--- src/rtl/red_pitaya_sort_pulse_gen.sv ---
// red_pitaya_sort_pulse_gen: trigger-delayed bipolar burst generator for the FADS sort amplifier
//   adc_clk_i/adc_rstn_i : clock, async active-low reset
//   sort_trig_i          : sort request level (rising edge starts a sequence)
//   enable_i, clr_cnt_i  : block enable, sync counter clear
//   delay_i/width_i/holdoff_i/half_period_i/amplitude_i : burst config, latched on accepted edge
//   dac_o, busy_o        : registered DAC sample and busy flag
//   sort_count_o/missed_count_o : saturating bursts-started / rejected-edge counters
module red_pitaya_sort_pulse_gen #(
  parameter int DW = 14,
  parameter int CW = 32,
  parameter int HW = 16
) (
  input  logic          adc_clk_i,
  input  logic          adc_rstn_i,
  input  logic          sort_trig_i,
  input  logic          enable_i,
  input  logic          clr_cnt_i,
  input  logic [CW-1:0] delay_i,
  input  logic [CW-1:0] width_i,
  input  logic [CW-1:0] holdoff_i,
  input  logic [HW-1:0] half_period_i,
  input  logic [DW-2:0] amplitude_i,
  output logic [DW-1:0] dac_o,
  output logic          busy_o,
  output logic [CW-1:0] sort_count_o,
  output logic [CW-1:0] missed_count_o
);
  typedef enum logic [1:0] {IDLE, DELAY, PULSE, HOLDOFF} state_t;
  state_t        state, state_nxt;
  logic          trig_q, trig_edge, load, start, flip, neg, neg_nxt;
  logic [CW-1:0] cnt, cnt_nxt, dly, wid, hold, w_eff;
  logic [HW-1:0] hp, ph_cnt, ph_nxt;
  logic [DW-2:0] amp;
  logic [DW-1:0] pos_val, neg_val, dac_nxt;
  assign trig_edge = sort_trig_i & ~trig_q;
  assign w_eff     = (wid == '0) ? CW'(1) : wid;
  // flip marks the sample that starts a new half period of the carrier
  assign flip      = (hp != '0) && (ph_cnt == hp);
  assign pos_val   = {1'b0, amp};
  assign neg_val   = '0 - pos_val;
  always_comb begin
    state_nxt = state;
    cnt_nxt   = cnt + CW'(1);
    ph_nxt    = ph_cnt;
    neg_nxt   = neg;
    dac_nxt   = '0;
    load      = 1'b0;
    start     = 1'b0;
    if (!enable_i) state_nxt = IDLE;
    else begin
      case (state)
        IDLE: if (trig_edge) begin
          state_nxt = DELAY;
          cnt_nxt   = '0;
          load      = 1'b1;
        end
        DELAY: if (cnt == dly) begin
          state_nxt = PULSE;
          cnt_nxt   = CW'(1);
          ph_nxt    = HW'(1);
          neg_nxt   = 1'b0;
          dac_nxt   = pos_val;
          start     = 1'b1;
        end
        PULSE: if (cnt >= w_eff) begin
          state_nxt = (hold == '0) ? IDLE : HOLDOFF;
          cnt_nxt   = CW'(1);
        end else begin
          ph_nxt  = flip ? HW'(1) : ph_cnt + HW'(1);
          neg_nxt = flip ? ~neg : neg;
          dac_nxt = (flip ^ neg) ? neg_val : pos_val;
        end
        HOLDOFF: if (cnt >= hold) state_nxt = IDLE;
        default: state_nxt = IDLE;
      endcase
    end
  end
  always_ff @(posedge adc_clk_i or negedge adc_rstn_i) begin
    if (!adc_rstn_i) begin
      state          <= IDLE;
      trig_q         <= 1'b0;
      cnt            <= '0;
      ph_cnt         <= '0;
      neg            <= 1'b0;
      dly            <= '0;
      wid            <= '0;
      hold           <= '0;
      hp             <= '0;
      amp            <= '0;
      dac_o          <= '0;
      busy_o         <= 1'b0;
      sort_count_o   <= '0;
      missed_count_o <= '0;
    end else begin
      trig_q <= sort_trig_i;
      state  <= state_nxt;
      cnt    <= cnt_nxt;
      ph_cnt <= ph_nxt;
      neg    <= neg_nxt;
      dac_o  <= dac_nxt;
      busy_o <= (state_nxt != IDLE);
      if (load) begin
        dly  <= delay_i;
        wid  <= width_i;
        hold <= holdoff_i;
        hp   <= half_period_i;
        amp  <= amplitude_i;
      end
      if (clr_cnt_i) sort_count_o <= '0;
      else if (start && sort_count_o != '1) sort_count_o <= sort_count_o + CW'(1);
      if (clr_cnt_i) missed_count_o <= '0;
      else if (enable_i && trig_edge && state != IDLE && missed_count_o != '1)
        missed_count_o <= missed_count_o + CW'(1);
    end
  end
endmodule

--- config.mk ---
export PLATFORM = sky130hd
export DESIGN_NAME = red_pitaya_sort_pulse_gen
export DESIGN_NICKNAME = d
export VERILOG_FILES = /design/src/rtl/red_pitaya_sort_pulse_gen.sv
export SDC_FILE = /design/constraint.sdc
export NUM_CORES = 1
export LEC_CHECK = 0
export ABC_AREA = 1
export BUFFER_PORTS_ARGS = -buffer_cell sky130_fd_sc_hd__clkbuf_2
export CORE_AREA = 2 2 176 178
export DETAILED_ROUTE_END_ITERATION = 10
export DIE_AREA = 0 0 178 180
export PLACE_DENSITY_LB_ADDON = 0.15
export SLEW_MARGIN = 20
export SYNTH_ARGS = -nofsm -noshare
export SYNTH_HDL_FRONTEND = slang
export SYNTH_SLANG_ARGS = --single-unit
--- constraint.sdc ---
create_clock -name adc_clk_i -period 2.32 [get_ports adc_clk_i]
set_input_delay 0 -clock adc_clk_i [delete_from_list [all_inputs] [get_ports adc_clk_i]]
set_output_delay 0 -clock adc_clk_i [all_outputs]
set_load 0.01 [all_outputs]
==> results.json <==
{
  "arrival_ps": 3360,
  "skew_ps": 10.5,
  "power_density_nw_per_um2": 871,
  "run_status": "finished with violations",
  "violations": "negative setup slack",
  "crit_path_max_fanout": 13,
  "rsz0062_at_grt": "true",
  "final_nets": 2477,
  "dr.pass1.iters": 7,
  "netlist_area_sq_um": 14800,
  "clk_pin_slew_worst_paths_ps": 60,
  "total_wire_length_after_detailed_routing_um": 43300,
  "floorplan.die.width_um": 178,
  "globalRoute.totalOverflow": 0,
  "area_delta_synth_final_pct": 35.4,
  "maxSlewHeadroom_pct": 54.7,
  "placed_cells_incl_taps": 2495,
  "start_util_pct": 49.0,
  "clock_tree.root_cell": "clkbuf_16",
  "number_of_antenna_violations_at_the_first_check_in_global_routing": 1,
  "grt_start_max_net_pins": 66,
  "final_antenna_net_count": 0,
  "placementRows": 64,
  "post_route_cells_drive_above_1_share_pct": 23.2,
  "synthMostInstantiatedCell": "nand2_1",
  "leakage_power_uw": 0.00963,
  "multi_input_area_sq_um": 7690,
  "detail_route.wl_per_cell_um": 16.1,
  "final_design_area_no_fill_sq_um": 20000,
  "avgSynthCellArea_sq_um": 8.10,
  "netlist-cell-type-count": 43,
  "timing.final.crit_share_pct": 124,
  "core_area_sq_um": 30200,
  "tritoncts.num_buffers": 30,
  "dieArea_sq_um": 32000,
  "required_time_of_the_worst_setup_path_ps": 2800,
  "critical_path.endpoint_type": "flop",
  "numPortBuffers": 208,
  "post-synth-top-area-cell": "dfrtp_1",
  "final_count_of_negative_setup_slack_endpoints": 69,
  "ios": 209,
  "tightest_slew_ps": 677,
  "estimated_wirelength_of_the_detail_placed_design_um": 30700,
  "drv_cap": 0,
  "netlist_top_cells_area": "dfrtp_1, nand2_1, ha_1",
  "setup_slack_ps": -562,
  "dr.first_iter.drc_count": 998,
  "clk_latency_worst_skew_pair_ps": 550,
  "routability_congestion_estimate_from_global_placement": 0.935,
  "hold_ws_ps": 158,
  "cts.sink_count": 256,
  "worstHoldPathType": "in -> reg",
  "final_period_minus_worst_setup_slack_ps": 2880,
  "tritoncts": "built",
  "place_area_sq_um": 17100,
  "setup.worst_path.start_class": "flop",
  "met3_length_um": 2710,
  "timing.setup.critical_path_class": "reg -> reg",
  "synth.top_cell.area_share_pct": 43.3,
  "peak_freq_mhz": 347,
  "postSynthNetCount": 2032,
  "synth-async-reset-ratio_pct": 100,
  "route.top_layer_used": "met4",
  "ys.warnings.count": 0,
  "synth_edf_count": 0,
  "detailroute.wirelength.met2_um": 20500,
  "yosys_register_bits": 256,
  "hold_violations": 0,
  "stdcell_count": 2694,
  "fill_cells": 2486,
  "dr_total_vias": 14200,
  "wl_met1_um": 19100,
  "final-max-slew-violation-count": 0,
  "via_count_of_the_first_global_routing_pass": 14000,
  "grt_pass1_wl_um": 69600,
  "post-place-ws_ps": -740,
  "layout.core_utilization_pct": 66.4,
  "synth_flop_cell": "dfrtp_1",
  "yosysSeqAreaShare_pct": 43.3,
  "vdd_ir_drop_max_mv": 0.714,
  "ff_latch_area_sq_um": 6410,
  "syn-instance-count": 1828,
  "chipHeight_um": 180,
  "cts_max_path_buffers": 3,
  "netlist_top_cells_count": "nand2_1, dfrtp_1, nor2_1",
  "grt_usage_pct": 26.7,
  "drc": 0,
  "drt_via_density": 5.28,
  "cts.htree.levels": 1
}
-- worst paths after layout --
path	start	to	slack, ps	cells after the start
max	wid[16]	cnt[16]	-560	22
min	sort_trig_i	trig_q	160	2
max reg2reg	wid[16]	cnt[16]	-560	22
min reg2reg	missed_count_o[17]	missed_count_o[17]	520	1
max in group asynchronous	adc_rstn_i	wid[10]	400	4
min in group asynchronous	adc_rstn_i	hold[13]	500	3
-- routing by layer --
layer | global-route usage (%) | up-vias
met5 | 0 | -
met4 | 6.43 | 0
met3 | 4.31 | 67
met2 | 44.2 | 461
met1 | 36.6 | 6744
li1 | - | 6943
-- worst max-delay path: stages (launching register included) --
cell and delay [ps]:
dfrtp_1 390, nor4_2 290, nand4_1 150, buf_6 160, o41ai_4 290, ha_2 250, inv_2 30, nand2_1 40
nand2_1 50, nand2_1 50, nand2_1 50, nand2_1 50, nand3_1 60, nand2_1 60, nand2_1 60, nand2_2 110
nand2_4 70, nor2_4 100, inv_2 50, nand3b_1 150, inv_2 90, buf_12 160, a21oi_2 110
-- power breakdown --
part / internal (uW) / leakage (uW) / switching, uW
Clock: 3260 / 0.000535 / 1960
Sequential: 5710 / 0.00321 / 1020
Combinational: 2510 / 0.00588 / 3000
Total: 11500 / 0.00963 / 5980
-- stage by stage --
step / power (uW) / TNS, ps
after CTS: 17500 / -34770
after floorplan: 9980 / -4690
after detailed placement: 11800 / -41190
after global placement: 11600 / -37340
final: 17500 / -32190
after global routing: 18600 / -50240
-- layout make-up --
| class | count | area share (%) |
|---|---|---|
| multi-input combinational | 1297 | 38.4 |
| inverter | 230 | 4.34 |
| antenna | 1 | 0.0125 |
| timing repair buffer | 458 | 17.3 |
| sequential | 256 | 32.0 |
| clock inverter | 17 | 1.24 |
| clock buffer | 39 | 4.27 |
| tap | 396 | 2.47 |
-- kinds of logic (layout without fill, tap and decap cells) --
kind of cell             after synthesis  after routing  synth area share [%]
buffers and inverters                275            744                  7.14
multiplexers                          49             49                  3.73
AND/OR/NAND/NOR                      829            829                  25.2
other                                  0              1                     0
adder cells (fa/ha/maj)               74             74                  6.25
XOR/XNOR                              94             94                  5.56
flip-flops                           256            256                  43.3
AO/OA/AOI/OAI                        251            251                  8.88
-- cell usage in the layout, fill, tap and decap left out, drive strengths merged, types with 49 or more instances in the layout --
cell	Yosys	routed
a21oi	155	155
o21ai	74	74
clkbuf	30	248
buf	15	118
nor3	67	67
xor2	64	64
dlygate4sd3	0	131
nand4	63	63
nor2	253	253
mux2	49	49
inv	230	231
dfrtp	256	256
ha	74	74
nand3	89	89
nand2	312	312
-- flip-flops by register name, summed over array words and instances (netlist names), 13 cells and up --
register and count:
dac_o 14, missed_count_o 32, hold 32, cnt 32, sort_count_o 32, dly 32, amp 13, ph_cnt 16
hp 16, wid 32
-- repair_timing --
action                                  4_1_cts  5_1_grt
buffers inserted                              2        7
gates resized for setup                      27       91
pin swaps                                     9       20
endpoints found under the hold margin       395        0
endpoints found under the setup margin       73       98
gates cloned                                  0        3
hold buffers                                131        0
No activity file was read; power rests on OpenSTA's default activity.
